<file path="src/rtl/uart_dbg_pkg.sv">
// Shared definitions for the UART debug responder: command codes,
// single-byte reply codes and the parser FSM state encoding.
package uart_dbg_pkg;

  localparam logic [7:0] CMD_PC   = 8'h50;  // 'P'
  localparam logic [7:0] CMD_REG  = 8'h52;  // 'R'
  localparam logic [7:0] CMD_HALT = 8'h48;  // 'H'
  localparam logic [7:0] CMD_GO   = 8'h47;  // 'G'

  localparam logic [7:0] RPL_OK   = 8'h4B;  // 'K'
  localparam logic [7:0] RPL_ERR  = 8'h3F;  // '?'

  typedef enum logic [2:0] {
    ST_IDLE  = 3'd0,
    ST_ARG   = 3'd1,
    ST_FETCH = 3'd2,
    ST_LOAD  = 3'd3,
    ST_SEND  = 3'd4,
    ST_GAP   = 3'd5
  } state_t;

  // Places a single reply byte in the top byte of the shift word so the
  // serializer sends it first.
  function automatic logic [31:0] byte_word(input logic [7:0] b);
    return {b, 24'h000000};
  endfunction

endpackage

</file>
<file path="src/rtl/uart_dbg_txser.sv">
// Reply serializer: holds the captured reply word and its byte count,
// and hands bytes to the UART transmitter MSB first.
module uart_dbg_txser (
  input  logic        clk,
  input  logic        rst,
  input  logic        load,
  input  logic [31:0] load_word,
  input  logic [2:0]  load_count,
  input  logic        send_en,
  input  logic        tx_busy,
  output logic [7:0]  tx_data,
  output logic        tx_we,
  output logic [2:0]  count
);

  logic [31:0] shift_q;

  // The strobe is only offered while the parser sits in SEND and the
  // transmitter is free; reset suppresses it outright.
  assign tx_we   = send_en && !tx_busy && !rst;
  assign tx_data = shift_q[31:24];

  // Capture the reply once, then shift one byte out per accepted strobe.
  always_ff @(posedge clk) begin
    if (rst) begin
      shift_q <= 32'h0;
      count   <= 3'd0;
    end else if (load) begin
      shift_q <= load_word;
      count   <= load_count;
    end else if (tx_we) begin
      shift_q <= {shift_q[23:0], 8'h00};
      count   <= count - 3'd1;
    end
  end

endmodule

</file>
<file path="src/rtl/uart_dbg_responder.sv">
// UART debug responder: parses single-byte debug commands from the UART
// receiver and answers with the PC, a register probe word or a status byte.
module uart_dbg_responder
  import uart_dbg_pkg::*;
#(
  parameter logic [31:0] TIMEOUT_CYC = 32'd10_000_000
) (
  input  logic        clk,
  input  logic        rst,
  input  logic [7:0]  rx_data,
  input  logic        rx_valid,
  output logic        rx_re,
  output logic [7:0]  tx_data,
  output logic        tx_we,
  input  logic        tx_busy,
  input  logic [31:0] pc_in,
  output logic [4:0]  dbg_addr,
  input  logic [31:0] dbg_rdata,
  output logic        cpu_halt
);

  state_t      state_q, state_d;
  logic [31:0] timer_q;
  logic        arg_expired;
  logic        load;
  logic [31:0] load_word;
  logic [2:0]  load_count;
  logic        send_en;
  logic [2:0]  tx_count;

  assign arg_expired = (timer_q >= (TIMEOUT_CYC - 32'd1));

  uart_dbg_txser u_txser (
    .clk        (clk),
    .rst        (rst),
    .load       (load),
    .load_word  (load_word),
    .load_count (load_count),
    .send_en    (send_en),
    .tx_busy    (tx_busy),
    .tx_data    (tx_data),
    .tx_we      (tx_we),
    .count      (tx_count)
  );

  // Next-state logic: decode commands in IDLE, take the probe index in ARG,
  // wait out the probe read latency, then pace bytes through SEND/GAP.
  always_comb begin
    state_d    = state_q;
    rx_re      = 1'b0;
    load       = 1'b0;
    load_word  = 32'h0;
    load_count = 3'd0;
    send_en    = 1'b0;
    case (state_q)
      ST_IDLE: begin
        if (rx_valid) begin
          rx_re = 1'b1;
          if (rx_data == CMD_REG) begin
            state_d = ST_ARG;
          end else begin
            load    = 1'b1;
            state_d = ST_SEND;
            if (rx_data == CMD_PC) begin
              load_word  = pc_in;
              load_count = 3'd4;
            end else if (rx_data == CMD_HALT || rx_data == CMD_GO) begin
              load_word  = byte_word(RPL_OK);
              load_count = 3'd1;
            end else begin
              load_word  = byte_word(RPL_ERR);
              load_count = 3'd1;
            end
          end
        end
      end
      ST_ARG: begin
        if (rx_valid) begin
          rx_re   = 1'b1;
          state_d = ST_FETCH;
        end else if (arg_expired) begin
          state_d = ST_IDLE;
        end
      end
      ST_FETCH: state_d = ST_LOAD;
      ST_LOAD: begin
        load       = 1'b1;
        load_word  = dbg_rdata;
        load_count = 3'd4;
        state_d    = ST_SEND;
      end
      ST_SEND: begin
        send_en = 1'b1;
        if (!tx_busy) state_d = ST_GAP;
      end
      ST_GAP: state_d = (tx_count != 3'd0) ? ST_SEND : ST_IDLE;
      default: state_d = ST_IDLE;
    endcase
    if (rst) rx_re = 1'b0;
  end

  // State register plus the argument timeout counter, which only runs
  // while ARG is waiting and restarts from zero on every other cycle.
  always_ff @(posedge clk) begin
    if (rst) begin
      state_q <= ST_IDLE;
      timer_q <= 32'h0;
    end else begin
      state_q <= state_d;
      timer_q <= (state_q == ST_ARG && !rx_valid) ? timer_q + 32'd1 : 32'h0;
    end
  end

  // Debug-side registers: the probe index is latched from the 'R' argument
  // and the halt flag follows 'H'/'G' on the edge ending their consume cycle.
  always_ff @(posedge clk) begin
    if (rst) begin
      dbg_addr <= 5'd0;
      cpu_halt <= 1'b0;
    end else begin
      if (rx_re && state_q == ST_ARG) dbg_addr <= rx_data[4:0];
      if (rx_re && state_q == ST_IDLE) begin
        if (rx_data == CMD_HALT)    cpu_halt <= 1'b1;
        else if (rx_data == CMD_GO) cpu_halt <= 1'b0;
      end
    end
  end

endmodule
</file>
<file path="config.mk">
export PLATFORM = sky130hd
export DESIGN_NAME = uart_dbg_responder
export DESIGN_NICKNAME = d
export VERILOG_FILES = /design/src/rtl/uart_dbg_pkg.sv /design/src/rtl/uart_dbg_txser.sv /design/src/rtl/uart_dbg_responder.sv
export SDC_FILE = /design/constraint.sdc
export NUM_CORES = 1
export LEC_CHECK = 0
export CAP_MARGIN = 20
export CORE_AREA = 2 2 107 109
export CTS_CLUSTER_SIZE = 28
export DETAILED_ROUTE_END_ITERATION = 8
export DIE_AREA = 0 0 109 111
export SLEW_MARGIN = 0
export SYNTH_ARGS = -nofsm -noshare
export SYNTH_HDL_FRONTEND = slang
export SYNTH_SLANG_ARGS = --single-unit
export TNS_END_PERCENT = 10
</file>
<file path="constraint.sdc">
create_clock -name clk -period 2.4 [get_ports clk]
set_input_delay 0.24 -clock clk [delete_from_list [all_inputs] [get_ports clk]]
set_output_delay 0.24 -clock clk [all_outputs]
set_load 0.01 [all_outputs]
</file>
==> results of run 1 <==
[sequential cells by signal (all words and copies together) (netlist names)]
register / cells
timer_q: 32
u_txser.count: 3
u_txser.shift_q: 32
cpu_halt: 1
state_q: 3
dbg_addr: 5
[power breakdown]
part | internal, mW | switching (mW) | total (mW)
clock network | 0.910 | 0.520 | 1.43
registers | 1.41 | 0.0807 | 1.49
logic | 0.482 | 0.470 | 0.952
[cell type report]
type	instances	area, sq um
Clock buffer	10	229
Clock inverter	6	88.8
Fill cell	1076	5940
Inverter	9	33.8
Multi-Input combinational cell	302	1960
Sequential cell	76	1520
Tap cell	143	179
Timing Repair Buffer	116	1120
[how the worst max path moves through the flow]
| stage | startpoint | to | depth (start not counted) |
|---|---|---|---|
| detailed placement | rx_data[3] | u_txser.shift_q[27] | 7 |
| CTS | state_q[1] | tx_we | 3 |
| finish | state_q[1] | tx_we | 3 |
| global route | state_q[1] | tx_we | 3 |
| global placement | rx_data[3] | u_txser.shift_q[29] | 7 |
| floorplan | state_q[2] | u_txser.shift_q[14] | 7 |
[per-stage QoR]
stage | power (mW) | std cells
floorplan | 2.11 | 425
global placement | 2.45 | 646
detailed placement | 2.46 | 646
CTS | 3.91 | 662
global route | 4.08 | 662
finish | 3.87 | 662
[per-layer routing]
layer	vias up	part of all wire	global-route usage	wire length (um)
li1	1766	-	-	-
met1	1696	0.44	0.218	4550
met2	95	0.49	0.283	5060
met3	17	0.055	0.0376	577
met4	0	0.022	0.0761	229
met5	-	0	0	0
[kinds of logic (layout without fill, tap and decap cells)]
| family | Yosys count | count (layout) | share of synthesized area |
|---|---|---|---|
| adders and majority gates | 3 | 3 | 0.0101 |
| DFF | 76 | 76 | 0.410 |
| and+or+nand+nor | 176 | 176 | 0.247 |
| AOI/OAI and AO/OA | 91 | 91 | 0.196 |
| buffers and inverters | 47 | 141 | 0.0613 |
| xor gates and xnor gates | 31 | 31 | 0.0731 |
| muxes | 1 | 1 | 0.00303 |
[cell usage in the layout (no fill, tap or decap), types with 13 or more instances in the layout]
cell             Yosys  final
a211oi_1            22     22
o21ai_0             13     13
nand3_1             17     17
nor2_1              74     74
xor2_1              26     26
nand2_1             22     22
clkdlybuf4s50_1      0     91
buf_4               12     23
dfxtp_1             76     76
nand4_1             16     16
a222oi_1            25     25
and3_1              15     15
==> impl_metrics.yaml, run 1 <==
setup_path:
  arrival_ns: 2.05
  path_buf_inv: 1
  worstSetupStartpointType: "flip-flop"
  rr_endpoint: "u_txser.shift_q[21]"
  cp_top_family: "simple AND/OR/NAND/NOR gates"
  r2r_setup_slack_ns: 0.37
  critPathRequiredTime_ns: 2.16
  path_cells: "or4b_1, nor2_1, clkdlybuf4s50_1"
  r2r_cells: 7
  crit_type: "reg -> out"
  critPathMaxStageDelay_ns: 0.60
  cp_slowest_cell: "clkdlybuf4s50_1"
  worstPathMaxFanout: 5
  r2r_start: "state_q[1]"
  cp-end-kind: "output pin"
routing:
  drc: 0
  wirelength_um: 10400
  firstDrtPassIters: 8
  wl_per_cell_um: 15.7
  viasPerCell: 5.40
  drt_first_iter_violations: 260
  num_vias: 3574
  antenna_left: 0
synth:
  yosysSeqAreaShare: 0.410
  avgSynthCellArea_sq_um: 8.74
  async_flop_share: 0
  ys_seq_elements: 76
  synth_top_area_cell: "dfxtp_1"
  synth_area_leaders: "dfxtp_1, nor2_1, a222oi_1"
  synthCells: 425
  synth_top_cell_area_share: 0.410
  synth_edf_count: 0
  syn_nets: 504
  synth_area_sq_mm: 0.00371
  synth_flop_cell: "dfxtp_1"
  yosysMostFrequentCell: "dfxtp_1"
  yosysWarnings: 0
  synthTopCellsByCount: "dfxtp_1, nor2_1, xor2_1"
  yosys.cell_types.count: 48
clock_network:
  postCtsHoldBufs: 0
  cts.clk_slew.worst_paths_ns: 0.06
  post_cts_buffers: 0
  clk_path_buf_depth: 2
  cts-root-buf: "clkbuf_16"
  cts_resized: 0
  cts_buffers: 9
  cts_sinks: 76
  tritoncts: "yes"
  clk_latency_ns: 0.34
  htreeDepth: 3
global_routing:
  grt_pass1_wl_um: 16500
  grt_start_max_net_pins: 36
  grt_overflow: 0
  antenna_found_initial: 0
  grt_usage: 0.174
  grt_pass1_vias: 3366
die:
  die_w_um: 109
  dieArea_sq_mm: 0.0121
  fp-row-count: 39
  start_util: 0.335
  io_pins: 92
  core_sq_mm: 0.0111
  dieHeight_um: 111
sta:
  finalSetupViolCount: 0
  rsz0062_at_grt: "no"
  fin_crit_sh: 0.953
  skew_ns: 0.00493
  period_needed_ns: 2.29
  worst_pin_slew_ns: 1.09
  final_hold_viol_count: 0
  maxSlewViolCount: 0
  max_slew_margin: 0.267
  setup_tns_ns: 0
  clock.fmax_mhz: 437
  setup_ws_ns: 0.112
  fin_hold_ws_ns: 0.476
power:
  p_leak_nw: 1.81
  peakVddDrop_v: 0.000389
  powerDensity_mw_per_mm2: 753
final_layout:
  area_growth_pct: 38.4
  final_cell_area_sq_mm: 0.00514
  antenna-diode-count: 0
  nets: 593
  fin_util: 0.464
  drive_gt1_frac: 0.104
placed_design:
  port_buffers: 91
  placed_area_sq_mm: 0.00482
  dp_hpwl_um: 7540
  place.gp.congestion: 0.796
  place_worst_setup_slack_ns: -0.142
run_status:
  status: "complete, no violations"
hold_path:
  min_path_cells: 1
  worstHoldStart: "timer_q[0]"
  worstHoldEndpoint: "timer_q[0]"
  hp-class: "reg -> reg"
flow_run:
  drv_cap: 0
Power figures use the tool's default switching activity.
==> run 2: changes to the inputs <==
--- a/config.mk
+++ b/config.mk
@@ -6,12 +6,13 @@
 export NUM_CORES = 1
 export LEC_CHECK = 0
 export CAP_MARGIN = 20
-export CORE_AREA = 2 2 107 109
+export CORE_AREA = 2 2 114 116
 export CTS_CLUSTER_SIZE = 28
 export DETAILED_ROUTE_END_ITERATION = 8
-export DIE_AREA = 0 0 109 111
+export DIE_AREA = 0 0 116 118
 export SLEW_MARGIN = 0
 export SYNTH_ARGS = -nofsm -noshare
 export SYNTH_HDL_FRONTEND = slang
+export SYNTH_HIERARCHICAL = 1
 export SYNTH_SLANG_ARGS = --single-unit
 export TNS_END_PERCENT = 10
==> constraint.sdc (replaced) <==
create_clock -name clk -period 2.5 [get_ports clk]
set_input_delay 0.25 -clock clk [delete_from_list [all_inputs] [get_ports clk]]
set_output_delay 0.25 -clock clk [all_outputs]
set_load 0.01 [all_outputs]
==> run 2 against run 1 <==
Critical path depth up 1; clock skew about the same; largest cell class unchanged; global-route usage down 0.43 points; worst hold slack worse by 0.27 ns; area after synthesis up 16%; utilization down 0.31 points; cell count up 16%.
==> impl_metrics.yaml, run 2 <==
synth:
  synth_area_leaders: "dfxtp_1, mux2_2, a21oi_1"
  ys_seq_elements: 76
  synth_top_cell_area_share: 0.354
  yosysSeqAreaShare: 0.354
  synth_flop_cell: "dfxtp_1"
  synthCells: 515
  avgSynthCellArea_sq_um: 8.35
  syn_nets: 593
  yosysWarnings: 6
  async_flop_share: 0
  yosysMostFrequentCell: "dfxtp_1"
  synthTopCellsByCount: "dfxtp_1, a21oi_1, inv_1"
  synth_area_sq_mm: 0.00430
  synth_edf_count: 0
  yosys.cell_types.count: 51
  synth_top_area_cell: "dfxtp_1"
clock_network:
  clk_latency_ns: 0.34
  postCtsHoldBufs: 0
  cts-root-buf: "clkbuf_16"
  tritoncts: "yes"
  cts_buffers: 9
  htreeDepth: 3
  cts_sinks: 76
  cts.clk_slew.worst_paths_ns: 0.06
  clk_path_buf_depth: 2
global_routing:
  grt_pass1_wl_um: 18500
  grt_start_max_net_pins: 55
  antenna_found_initial: 3
  grt_usage: 0.169
  grt_overflow: 0
  grt_pass1_vias: 3824
die:
  fp-row-count: 41
  core_sq_mm: 0.0124
  start_util: 0.346
  dieHeight_um: 118
  die_w_um: 116
  io_pins: 92
  dieArea_sq_mm: 0.0137
routing:
  num_vias: 3956
  wl_per_cell_um: 14.4
  viasPerCell: 5.16
  drc: 0
  firstDrtPassIters: 5
  drt_first_iter_violations: 256
  antenna_left: 0
  wirelength_um: 11100
setup_path:
  worstPathMaxFanout: 10
  worstSetupStartpointType: "flip-flop"
  r2r_start: "state_q[1]"
  rr_endpoint: "u_txser/shift_q[22]"
  arrival_ns: 2.08
  cp-end-kind: "output pin"
  critPathRequiredTime_ns: 2.25
  crit_type: "reg -> out"
  r2r_setup_slack_ns: 0.33
  r2r_cells: 8
final_layout:
  mostFrequentLayoutCells: "clkdlybuf4s50_1, dfxtp_1, a21oi_1, inv_1, nand2_1"
  drive_gt1_frac: 0.124
  reg_top3: "timer_q x32, u_txser/shift_q x32, dbg_addr x5"
  final_cell_area_sq_mm: 0.00572
  area_growth_pct: 33.1
  nets: 664
  mostFrequentLayoutCell: "clkdlybuf4s50_1"
sta:
  setup_tns_ns: 0
  rsz0062_at_grt: "no"
  skew_ns: 0.00506
  finalSetupViolCount: 0
  final_hold_viol_count: 0
  period_needed_ns: 2.33
  maxSlewViolCount: 0
  fin_crit_sh: 0.934
  worst_pin_slew_ns: 0.636
  clock.fmax_mhz: 428
  max_slew_margin: 0.573
hold_path:
  worstHoldEndpoint: "cpu_halt"
  min_path_cells: 2
  hp-class: "in -> reg"
  worstHoldStart: "rst"
power:
  power.switching_mw: 1.15
  p_leak_nw: 1.95
  power.share.sequential: 0.351
  p_comb_frac: 0.269
  powerDensity_mw_per_mm2: 740
  peakVddDrop_v: 0.000473
  pwr-share-clk: 0.380
  power.internal_mw: 3.09
  sw_frac_of_total: 0.271
placed_design:
  placed_area_sq_mm: 0.00534
  dp_hpwl_um: 8080
  place.gp.congestion: 0.854
  port_buffers: 91
run_status:
  status: "complete, no violations"
flow_run:
  drv_cap: 0
-- run 2: cell types whose count changed in the layout (fill, tap and decap cells not counted), sizes merged, moves of 16 or more --
cell,delta
o21a,+27
a22o,+26
mux2,+30
a211oi,-22
or4,+16
xor2,-18
a21oi,+42
nor2,-45
inv,+30
a222oi,-25
-- run 2: stage by stage --
stage          total power [mW]  utilization  setup WS, ns  hold slack, ns  cells
2_1_floorplan              2.28            -         0.549           0.395    515
3_3_place_gp               2.62        0.430         0.246           0.459    747
3_5_place_dp               2.64        0.430         0.211           0.466    747
4_1_cts                    4.27        0.460       0.00939           0.189    763
5_1_grt                    4.47        0.461        0.0528           0.199    766
6_report                   4.23        0.461         0.166           0.203    766
-- run 2: worst max path at each step --
stage	depth (start not counted)	to	startpoint
floorplan	8	u_txser/shift_q[11]	rx_data[0]
global placement	8	u_txser/shift_q[30]	rx_data[0]
detailed placement	9	u_txser/shift_q[1]	rx_data[0]
CTS	4	tx_we	state_q[2]
global route	4	tx_we	state_q[2]
finish	4	tx_we	state_q[2]
-- run 2: per-layer routing --
layer | part of all wire | global-route usage | vias up
met5 | 0 | 0 | -
met4 | 0.032 | 0.0893 | 0
met3 | 0.043 | 0.0412 | 21
met2 | 0.49 | 0.274 | 89
met1 | 0.44 | 0.206 | 1851
li1 | - | - | 1995
-- run 2: power by group through the flow --
stage	Combinational [mW]	Sequential (mW)	Clock, mW
floorplan	0.830	1.45	0
detailed placement	1.13	1.51	0
CTS	1.14	1.49	1.65
global route	1.26	1.51	1.71
finish	1.14	1.48	1.61
global placement	1.11	1.51	0
-- run 2: final cells by class --
type / instances / area, sq um
fillers: 1238 / 6690
multi-input cells: 358 / 2440
flip-flops and latches: 76 / 1520
repair buffers: 104 / 1030
clock buffers: 10 / 239
well taps: 172 / 215
inverters: 37 / 139
clock inverters: 6 / 134
diodes: 3 / 7.51
-- run 2: cells by family after synthesis --
kind of cell,count (synthesis),synth area share
buf+inv,81,0.0838
simple gates,167,0.219
other cells,1,0.000872
fa+ha+maj,2,0.00582
mux,34,0.0908
compound gates,139,0.216
xor+xnor,15,0.0306
flops,76,0.354
-- run 2: worst max-delay path, stage by stage, from the launching register on --
cell	delay [ns]
dfxtp_1	0.49
nor3b_2	0.33
nand2b_1	0.12
nor2_1	0.22
clkdlybuf4s50_1	0.58
-- run 2: timing repair --
action	in CTS	in global routing
resized for setup	0	1
endpoints found under the setup margin	0	1
setup buffers	0	0
